## config.mk

```make
export PLATFORM = sky130hd
export DESIGN_NAME = ternary_matvec
export DESIGN_NICKNAME = d
export VERILOG_FILES = /design/src/rtl/config_pkg.sv /design/src/rtl/ternary_mac.sv /design/src/rtl/ternary_matvec.sv
export SDC_FILE = /design/constraint.sdc
export NUM_CORES = 1
export LEC_CHECK = 0
export CAP_MARGIN = 0
export CORE_ASPECT_RATIO = 0.6
export CORE_MARGIN = 3
export CORE_UTILIZATION = 35
export CTS_CLUSTER_SIZE = 40
export DETAILED_ROUTE_END_ITERATION = 16
export GPL_TIMING_DRIVEN = 1
export SETUP_SLACK_MARGIN = 0.3
export SLEW_MARGIN = 20
export SYNTH_ARGS = -nofsm -noshare
export SYNTH_HDL_FRONTEND = slang
export SYNTH_SLANG_ARGS = --single-unit
```

## constraint.sdc

```tcl
create_clock -name clk_i -period 4.6 [get_ports clk_i]
set_input_delay 0.69 -clock clk_i [delete_from_list [all_inputs] [get_ports clk_i]]
set_output_delay 0.69 -clock clk_i [all_outputs]
set_load 0.01 [all_outputs]
```

## src/rtl/config_pkg.sv

```systemverilog
// Shared datapath types for the activation pipeline.
// Fixed-point format, ternary weight encoding and accumulator helpers.
package config_pkg;

  localparam int D  = 4;
  localparam int FW = 16;

  typedef logic signed [FW-1:0] fixed_point_t;
  typedef logic [$clog2(D)-1:0] DI_t;

  localparam int AW = FW + $clog2(D) + 1;
  typedef logic signed [AW-1:0] acc_t;

  typedef logic [1:0] ternary_w_t;
  localparam ternary_w_t TernZero = 2'b00;
  localparam ternary_w_t TernPos  = 2'b01;
  localparam ternary_w_t TernNeg  = 2'b11;

  localparam fixed_point_t FP_MAX = {1'b0, {(FW-1){1'b1}}};
  localparam fixed_point_t FP_MIN = {1'b1, {(FW-1){1'b0}}};

  typedef enum logic [1:0] {
    S_IDLE,
    S_ACCUM,
    S_WB,
    S_DONE
  } mv_state_t;

  function automatic fixed_point_t sat_to_fixed(acc_t a);
    if (a > acc_t'(FP_MAX)) return FP_MAX;
    if (a < acc_t'(FP_MIN)) return FP_MIN;
    return fixed_point_t'(a);
  endfunction

endpackage

```

## src/rtl/ternary_mac.sv

```systemverilog
// Ternary multiply-accumulate lane: add, subtract or hold.
// Reserved weight code behaves as zero.
module ternary_mac
  import config_pkg::*;
(
  input  acc_t         acc,
  input  fixed_point_t x,
  input  ternary_w_t   w,
  output acc_t         acc_next
);

  always_comb begin
    acc_next = acc;
    case (w)
      TernPos: acc_next = acc + acc_t'(x);
      TernNeg: acc_next = acc - acc_t'(x);
      default: acc_next = acc;
    endcase
  end

endmodule

```

## src/rtl/ternary_matvec.sv

```systemverilog
// Ternary matrix-vector stage: one column per cycle, one
// writeback per row, done handshake at the end of the job.
module ternary_matvec
  import config_pkg::*;
#(
  parameter int D    = config_pkg::D,
  parameter int ROWS = 2 * D
) (
  input  logic                       clk_i,
  input  logic                       rst_ni,
  input  logic                       in_valid_i,
  output logic                       in_ready_o,
  output DI_t                        vector_r_addr_o,
  input  fixed_point_t               vector_r_data_i,
  output logic [$clog2(ROWS*D)-1:0]  weight_r_addr_o,
  input  ternary_w_t                 weight_r_data_i,
  output logic                       out_w_en_o,
  output logic [(ROWS>1 ? $clog2(ROWS) : 1)-1:0] out_w_addr_o,
  output fixed_point_t               out_w_data_o,
  output logic                       out_valid_o,
  input  logic                       out_ready_i
);

  localparam int WA = $clog2(ROWS*D);
  localparam int RW = ROWS > 1 ? $clog2(ROWS) : 1;

  mv_state_t      state;
  logic [RW-1:0]  row;
  DI_t            col;
  acc_t           acc;
  acc_t           acc_next;

  ternary_mac u_mac (
    .acc      (acc),
    .x        (vector_r_data_i),
    .w        (weight_r_data_i),
    .acc_next (acc_next)
  );

  always_ff @(posedge clk_i or negedge rst_ni) begin
    if (!rst_ni) begin
      state <= S_IDLE;
      row   <= '0;
      col   <= '0;
      acc   <= '0;
    end else begin
      unique case (state)
        S_IDLE: begin
          if (in_valid_i) begin
            state <= S_ACCUM;
            row   <= '0;
            col   <= '0;
            acc   <= '0;
          end
        end
        S_ACCUM: begin
          acc <= acc_next;
          if (col == DI_t'(D-1)) begin
            col   <= '0;
            state <= S_WB;
          end else begin
            col <= col + 1'b1;
          end
        end
        S_WB: begin
          acc <= '0;
          if (row == RW'(ROWS-1)) begin
            state <= S_DONE;
          end else begin
            row   <= row + 1'b1;
            state <= S_ACCUM;
          end
        end
        S_DONE: begin
          if (out_ready_i) state <= S_IDLE;
        end
        default: state <= S_IDLE;
      endcase
    end
  end

  // Outputs decode from registered state so reset clears them at once.
  always_comb begin
    in_ready_o      = 1'b0;
    out_valid_o     = 1'b0;
    out_w_en_o      = 1'b0;
    out_w_addr_o    = '0;
    out_w_data_o    = '0;
    vector_r_addr_o = '0;
    weight_r_addr_o = '0;
    unique case (1'b1)
      (state == S_IDLE):  in_ready_o = 1'b1;
      (state == S_ACCUM): begin
        vector_r_addr_o = col;
        weight_r_addr_o = WA'(int'(row) * D + int'(col));
      end
      (state == S_WB): begin
        out_w_en_o   = 1'b1;
        out_w_addr_o = row;
        out_w_data_o = sat_to_fixed(acc);
      end
      (state == S_DONE):  out_valid_o = 1'b1;
      default: ;
    endcase
  end

endmodule

```

; ---- Yosys cells after proc, flatten, opt, wreduce, memory -nomap -nowiden
; Index checks and enable logic that the tools add are counted.
; Widths: inputs -> output; s select.
[totals]
regBits = 26
latch_bits = 0
mem_bits_rw = 0
rom_bits = 0
output_inout_bits = 29
n_memories = 0
[classes]
n_addsub = 5
n_mul = 0
div = 0
magnitude_cmp = 2
eq_ne = 12
n_shift = 0
mux = 30
n_bitwise = 0
reduce_logical = 8
[op_table]
columns = cell, count
row1 = $mux 16, 5
row2 = $pmux 19 s3, 1
row3 = $pmux 19 s2, 1
row4 = $add 19x16->19, 1
row5 = $gt 19x16->1 const B, 1
row6 = $lt 19x16->1 const B, 1
row7 = $mux 19, 1
row8 = $sub 19x16->19, 1
row9 = $mux 2, 7
row10 = $mux 3, 3
row11 = $reduce_and 3->1, 3
row12 = $eq 2x2->1 const B, 4
row13 = $mux 1, 8
row14 = $ne 2x2->1 const B, 4
row15 = $pmux 2 s4, 1
row16 = $pmux 3 s2, 1
row17 = $add 5x2->5, 1
row18 = $mux 5, 1
row19 = $eq 2x1->1 const B, 2
row20 = $pmux 2 s2, 1
row21 = $reduce_bool 2->1, 2
row22 = $add 3x1->3 const B, 1
row23 = $eq 3x3->1 const B, 1
row24 = $ne 3x1->1 const B, 1
row25 = 4 further kinds, 4

; ---- Longest topological paths before layout
; Gate-level depths: netlist of the first run.
[logic_depth]
depth_word = 8
mapped_depth = 16

; ---- By module
; From an unflattened synthesis of the first run, not the netlist that was laid out.
[hier_totals]
cells_unflattened = 379
area_unflattened_um2 = 3062.9
[modules_own_cells]
columns = module, n_inst, cells_each, area_per_inst_um2, seq_area_each_um2
row1 = ternary_matvec, 1, 179, 1569.0, 650.6
row2 = ternary_mac, 1, 200, 1493.9, 0.0

; ---- Least setup slack after synthesis of the first run
; OpenSTA, ideal clock, no wires.
[synth_path]
path_kind = input to register
start = input vector_r_data_i[1]
end = register acc[18]
setup_ns = 0.121
t_arrival_ns = 3.117
t_required_ns = 4.479
slack_ns = 1.362
path_stages = 14
n_path_buf = 0
cell_sequence = inv_1 > ha_1 > nand4b_1 > nor4_2 > a21oi_1 > xnor2_1 > ha_1 > a21oi_1 > o21ai_1 > a221o_2 > a31oi_4 > xnor2_1 > o21bai_1 > a22o_1
[synth_via]
elab_chain_cells = 3
word_cells_on_any_way = 4
classes_between = add/sub (2) / mux (2)
[synth_rtl]
columns = element, line_no
row1 = start: declaration, ternary_matvec.sv:14  ; input fixed_point_t vector_r_data_i,
row2 = $sub 19x16->19 or $add 19x16->19 (tied branches), "ternary_mac.sv:16, ternary_mac.sv:15"
row3 = $pmux 19 s2 *, ternary_mac.sv:14  ; case (w)
row4 = $pmux 19 s3 *, ternary_matvec.sv:47  ; unique case (state)
row5 = end signal: assignment, ternary_matvec.sv:57  ; acc <= acc_next;
row6 = end: declaration, ternary_matvec.sv:30  ; acc_t acc;
; Mark *: on every way between the ends. The rest lies on a longest branch, timed or not.
; A chain may end at the register's enable or synchronous reset.

; ---- Worst setup path in the final report of the first run
[layout_path]
start = input vector_r_data_i[0]
end = register acc[18]
; Same word-level chain as after synthesis.

==> results of run 1 <==
[placed cells by master (no fill, tap or decap), types with 4 or more instances in the layout]
cell and instances:
o21ai_0 29, nor2_1 16, a31oi_1 4, inv_1 6
nor2b_1 4, a22o_1 6, and2_1 11, ha_1 22
nand2b_1 4, clkdlybuf4s50_1 50, nor3_1 4, a21oi_1 17
xnor2_1 22, nand3_1 6, nand2_1 34, a21o_1 5
xor2_1 8, o21a_1 17, o21bai_1 4, dfrtp_1 26
[per-stage QoR]
stage          setup WS [ns]  std cells
2_1_floorplan           1.36        293
3_3_place_gp           0.554        418
3_5_place_dp           0.462        418
4_1_cts                0.738        422
5_1_grt                0.464        422
6_report               0.686        422
[cell families (layout without fill, tap and decap cells)]
logic type               Yosys count  after routing  synth area share (%)
AO/OA/AOI/OAI                    102            102                  28.0
AND/OR/NAND/NOR                   92             92                  18.7
XOR/XNOR                          30             30                  10.7
flip-flops                        26             26                  26.6
adder cells (fa/ha/maj)           23             23                  12.1
buffers and inverters             18             63                  3.11
multiplexers                       2              2                 0.868
[cell usage after synthesis (all sizes together), types with 2 or more instances]
master / number / area share (%)
and2: 12 / 3.1
nand2b: 4 / 1.0
o21ai: 32 / 6.5
a21boi: 2 / 0.61
xnor2: 22 / 7.9
nor2: 16 / 2.5
a21oi: 19 / 4.5
nor3: 4 / 0.82
a31oi: 5 / 1.9
clkbuf: 10 / 1.6
buf: 2 / 0.61
dfrtp: 26 / 27
and3: 5 / 1.4
o31ai: 4 / 1.4
ha: 22 / 11
a21o: 6 / 1.9
xor2: 8 / 2.9
a22o: 6 / 2.1
o21a: 17 / 5.2
nor2b: 5 / 1.6
nand3: 6 / 1.2
inv: 6 / 0.92
nand2: 34 / 5.2
nand4: 2 / 0.51
o21bai: 4 / 1.2
o41ai: 2 / 0.72
[sequential cells by signal, indices dropped and copies added, names as in the netlist]
register	cells
acc	19
row	3
col	2
state	2
[final cells by class]
| cell class | instances | area (um2) |
|---|---|---|
| sequential | 26 | 651 |
| tap | 84 | 105 |
| fill | 641 | 3310 |
| clock inverter | 1 | 30.0 |
| timing repair buffer | 53 | 523 |
| inverter | 6 | 22.5 |
| clock buffer | 3 | 75.1 |
| multi-input combinational | 249 | 1720 |
[where the power goes]
group | leakage (nW) | internal (mW) | total (mW) | switching (mW)
combinational | 0.952 | 0.503 | 1.10 | 0.597
sequential | 0.329 | 0.331 | 0.442 | 0.111
clock | 0.0511 | 0.174 | 0.264 | 0.0909
[worst max-delay path, stage by stage]
cell and delay [ns]:
clkdlybuf4s50_1 0.45, inv_1 0.07, ha_1 0.18, nand4b_1 0.15
nor4_2 0.45, a21oi_1 0.17, xnor2_1 0.15, ha_1 0.33
a21oi_1 0.26, o21ai_1 0.11, a221o_2 0.45, a31oi_4 0.18
xnor2_1 0.15, o21bai_1 0.08, a22o_1 0.19
[worst max path at each step]
stage	end	slack (ns)
5_1_grt	acc[18]	0.46
2_1_floorplan	acc[18]	1.36
4_1_cts	acc[18]	0.74
3_5_place_dp	acc[18]	0.46
6_report	acc[18]	0.69
3_3_place_gp	acc[18]	0.55
[per-layer routing]
metal | share of wire [%] | up-vias
li1 | - | 1142
met4 | 0.21 | 0
met5 | 0 | -
met1 | 54 | 1001
met3 | 6.0 | 2
met2 | 40 | 80
==> results.md, run 1 <==
* Fin area at 3130 um2
* Die X at 114 um
* Met2 usage at 23.5%
* Synth unique cells at 49
* Detail Placement HPWL at ~5200 um
* Total GRT Usage at 16.6%
* CTS resizes at 0
* Core Rows at 22
* Register bit count reported by yosys at 26
* Endpoint class of the critical path: flop
* Mean Syn Cell Area at 8.36 um2
* Routed via count at 2225
* Synth Flop Type: dfrtp_1
* GR Util met3 at between 2 and 2.5%
* Clk sinks at 26
* Crit path time final at between 3 and 4 ns
* Vias in the first global route at 2141
* Pleak at 1.33 nW
* Starting DRC count in detailed routing at just over 200
* DRC violations left at 0
* TNS Setup at 0 ns
* TritonCTS clock tree: yes
* Reg-to-reg startpoint: acc[0]
* First-pass GRT wire length at 10900 um
* Die height at 70.8 um
* Critical hold path startpoint: col[0]
* Syn Std Cell Area at 2450 um2
* Clock Pin Slew Worst Setup and Hold Paths at 0.07 ns
* Hold path cells at 1
* Final Max Slew Viols at 0
* Outcome: complete, no violations
* Starting Density at 38.0%
* Hold Path Sink: col[0]
* Placed cell areas at 3020 um2
* Largest net degree at the start of global routing at 27
* Clk Tree Root Cell: clkbuf_16
* PnR Total Power at 1.81 mW
* DRT antenna net count at 0
* Max-slew headroom at 57.3%
* Area growth syn-to-layout at 27.7%
* # IOs at 51
* Post-synth net total at 338
* GRT Residual Overflow at 0
* # diodes at 0
* Setup CP Type: input port to flop
* Clock skew at 0.00430 ns
* Final worst-path cycle share at 85.1%
* Hold Fails Final Rpt at 0
* Vias per cell at 5.27
* Layout cells sized above 1 at 5.92%
* First-pass DRT Iterations at 4
* Cts hold-fix bufs at 0
* WP data required at 4.76 ns
* TritonCTS buffer count at 3
* CTS Buffer Depth at 2
* HP Class: flop to flop
* Max-cap viol count at 0
* WL/cell at between 15 and 20 um
* Final setup vio count at 0
* Post-CTS Repair Setup Buffers at 0
* Final Wtd Congestion at around 0.9
* Synth Warn # at 0
* Terminus of the critical flop-to-flop path: acc[18]
* Grt met1 use at a little over a quarter
* Core region area at between 6000 and 7000 um2
* IO Port Bufs at 50
* R2r setup slk at between 2 and 2.5 ns
* RSZ-0062 raised after global routing: no
* IR Drop Worst-Case VDD at 0.000235 V
* Asr flop ratio synth at 100%
* Startpoint types: input port
* Initial antenna violation count at 0
* Gr busiest metal: met1
* Post-synth EDFFs at 0
* Worst r2r path cells at 11
* Peak fanout along the critical path at 4
* Crit path from: vector_r_data_i[0]
* Worst skew pair latency at 0.27 ns
* Layout Nets at between 300 and 400
* Mapped Cells at 293
* Cell Pwr Density at slightly below 600 nW/um2
* Fmax at 0.255 GHz
* H-tree levels at 1
* Slew @ Worst Pin at 0.639 ns
* Register area share after synthesis at between 20% and 30%
* Worst hold slack at around 0.51 ns
* Die ar. at 8070 um2
* Routed WL at 6560 um
* Post-layout util at 48.6%
* Crit path DAT at roughly 4 ns
No activity file was read; power rests on OpenSTA's default activity.
==> run 2: changes to the inputs <==
--- a/config.mk
+++ b/config.mk
@@ -11,6 +11,7 @@
 export CORE_UTILIZATION = 35
 export CTS_CLUSTER_SIZE = 40
 export DETAILED_ROUTE_END_ITERATION = 16
+export DONT_BUFFER_PORTS = 1
 export GPL_TIMING_DRIVEN = 1
 export SETUP_SLACK_MARGIN = 0.3
 export SLEW_MARGIN = 20
==> run 2 against run 1 <==
Against the previous run: routed wire length shrank 2.4%; die area is the same; first-iteration DRC count shrank 45%; utilization shrank 7.9 points; clock-buffer cell count is the same; total power shrank 6.6%; worst hold slack lost 0.40 ns; sequential power is essentially flat; critical path type unchanged; highest routed layer unchanged.
==> results.md, run 2 (synthesis gave the netlist of run 1 again) <==
* Final worst-path cycle share at 74.4% (was 85.1%)
* Gate power share at 58.0% (was 60.9%)
* Endpoint class of the critical path: flop (unchanged)
* Number of flip-flops in the largest register at 19 (unchanged)
* Psw at 0.768 mW (was 0.799 mW)
* First-pass GRT wire length at 10700 um (was 10900 um)
* Hold Fails Final Rpt at 0 (unchanged)
* Clk network pwr share at 15.6% (was 14.6%)
* R2r setup slk at 2.01 ns (was 2.06 ns)
* Layout Nets at 333 (was 384)
* Multi-input logic area at 1720 um2 (unchanged)
* CTS resizes at 0 (unchanged)
* Core Rows at 22 (unchanged)
* Slew @ Worst Pin at 0.618 ns (was 0.639 ns)
* Clk sinks at 26 (unchanged)
* GRT Residual Overflow at 0 (unchanged)
* Setup CP Type: input port to flop (unchanged)
* Routed via count at 2122 (was 2225)
* TritonCTS clock tree: yes (unchanged)
* Pleak at 1.14 nW (was 1.33 nW)
* Flop pwr share at 26.4% (was 24.5%)
* Commonest non-fill, non-tap cell in the layout: nand2_1 (was clkdlybuf4s50_1)
* Post-CTS Repair Setup Buffers at 0 (unchanged)
* Max-cap viol count at 0 (unchanged)
* Crit path DAT at 3.58 ns (was 4.07 ns)
* # fillers at 680 (was 641)
* Biggest regs: acc (19), row (3) (unchanged)
* WP data required at 4.76 ns (about the same)
* Final Max Slew Viols at 0 (unchanged)
* Routed WL at 6410 um (was 6560 um)
* Max-slew headroom at 58.5% (was 57.3%)
* Post-route insts no fill at 371 (was 422)
* WL/cell at 17.3 um (was 15.6 um)
* DRT antenna net count at 0 (unchanged)
* Largest register by flop count: acc (unchanged)
* # diodes at 0 (unchanged)
* Crit path time final at 3.42 ns (was 3.91 ns)
* Die X at 114 um (unchanged)
* Cts hold-fix bufs at 0 (unchanged)
* Starting Density at 38.0% (unchanged)
* Reg-to-reg startpoint: acc[0] (unchanged)
* Starting DRC count in detailed routing at 113 (was 204)
* Switching share of total power at 45.5% (was 44.2%)
* Placed cell areas at 2520 um2 (was 3020 um2)
* Outcome: complete, no violations (unchanged)
* Final setup vio count at 0 (unchanged)
* H-tree levels at 1 (unchanged)
* Startpoint types: input port (unchanged)
* Register Area at 651 um2 (unchanged)
* Post-layout util at 40.7% (was 48.6%)
* Terminus of the critical flop-to-flop path: acc[18] (unchanged)
* Layout cells sized above 1 at 6.62% (was 5.92%)
* Peak fanout along the critical path at 4 (unchanged)
* Clock Pin Slew Worst Setup and Hold Paths at 0.07 ns (about the same)
* Worst skew pair latency at 0.27 ns (about the same)
* IO Port Bufs at 0 (was 50)
* Die height at 70.8 um (unchanged)
* Core region area at 6440 um2 (unchanged)
* Vias per cell at 5.72 (was 5.27)
* Largest net degree at the start of global routing at 27 (unchanged)
* DRC violations left at 0 (unchanged)
* Final Wtd Congestion at 0.833 (was 0.900)
* Cell Int Power at 0.920 mW (was 1.01 mW)
* Detail Placement HPWL at 5070 um (was 5180 um)
* Worst hold slack at 0.109 ns (was 0.509 ns)
* Initial antenna violation count at 0 (unchanged)
* Area growth syn-to-layout at 7.00% (was 27.7%)
* Clock skew at 0.00448 ns (was 0.00430 ns)
* IR Drop Worst-Case VDD at 0.000225 V (was 0.000235 V)
* First-pass DRT Iterations at 4 (unchanged)
* Clk Tree Root Cell: clkbuf_16 (unchanged)
* Crit path from: vector_r_data_i[1] (was vector_r_data_i[0])
* Total GRT Usage at 16.3% (was 16.6%)
* TritonCTS buffer count at 3 (unchanged)
* RSZ-0062 raised after global routing: no (unchanged)
* Most frequent cells in the layout: nand2_1 (34), o21ai_0 (29), dfrtp_1 (26), xnor2_1 (22), ha_1 (22) (was clkdlybuf4s50_1 (50), nand2_1 (34), o21ai_0 (29), dfrtp_1 (26))
* Die ar. at 8070 um2 (unchanged)
* PnR Total Power at 1.69 mW (was 1.81 mW)
* Final worst slack at 1.18 ns (was 0.686 ns)
* Vias in the first global route at 2017 (was 2141)
* Placed insts at 367 (was 418)
* TNS Setup at 0 ns (unchanged)
* Cell Pwr Density at 644 nW/um2 (was 577 nW/um2)
* Worst r2r path cells at 11 (unchanged)
* # IOs at 51 (unchanged)
* HP Class: input port to asynchronous set/reset pin (was flop to flop)
* Pre-CTS setup slack at 0.936 ns (was 0.462 ns)
* Fmax at 0.292 GHz (was 0.255 GHz)
* Fin area at 2620 um2 (was 3130 um2)
* CTS Buffer Depth at 2 (unchanged)
[run 2: changes by cell type in the layout (fill, tap and decap cells not counted)]
cell,before,now
buf_4,3,2
clkdlybuf4s50_1,50,0
[run 2: power by group through the flow]
stage	clock network [mW]	registers, mW	logic, mW
after global placement	0	0.443	0.960
after CTS	0.268	0.445	0.978
after floorplan	0	0.402	0.821
after detailed placement	0	0.448	0.975
after global routing	0.277	0.465	1.11
final	0.263	0.445	0.980
[run 2: cell type report]
| class | instances | share of cell area (%) |
|---|---|---|
| Clock inverter | 1 | 1.15 |
| Timing Repair Buffer | 2 | 0.573 |
| Clock buffer | 3 | 2.86 |
| Multi-Input combinational cell | 249 | 65.7 |
| Tap cell | 84 | 4.01 |
| Sequential cell | 26 | 24.8 |
| Inverter | 6 | 0.859 |
[run 2: worst max-delay path: stages]
cell	delay (ns)
inv_1	0.05
ha_1	0.18
nand4b_1	0.14
nor4_2	0.49
a21oi_1	0.17
xnor2_1	0.15
ha_1	0.33
a21oi_1	0.23
o21ai_1	0.10
a221o_2	0.44
a31oi_4	0.17
xnor2_1	0.15
o21bai_1	0.08
a22o_1	0.19
[run 2: worst max path at each step]
stage                   end  slack (ns)  cells past startpoint
floorplan           acc[18]        1.36                     14
global placement    acc[18]        1.02                     14
detailed placement  acc[18]        0.94                     14
CTS                 acc[18]        1.22                     14
global route        acc[18]        0.92                     14
finish              acc[18]        1.18                     14
[run 2: per-layer routing]
| metal | global-route usage (%) | up-vias | routed length, um |
|---|---|---|---|
| li1 | - | 1043 | - |
| met3 | 3.25 | 7 | 403 |
| met5 | 0 | - | 0 |
| met2 | 22.7 | 60 | 2480 |
| met4 | 2.64 | 0 | 41 |
| met1 | 26.0 | 1012 | 3480 |
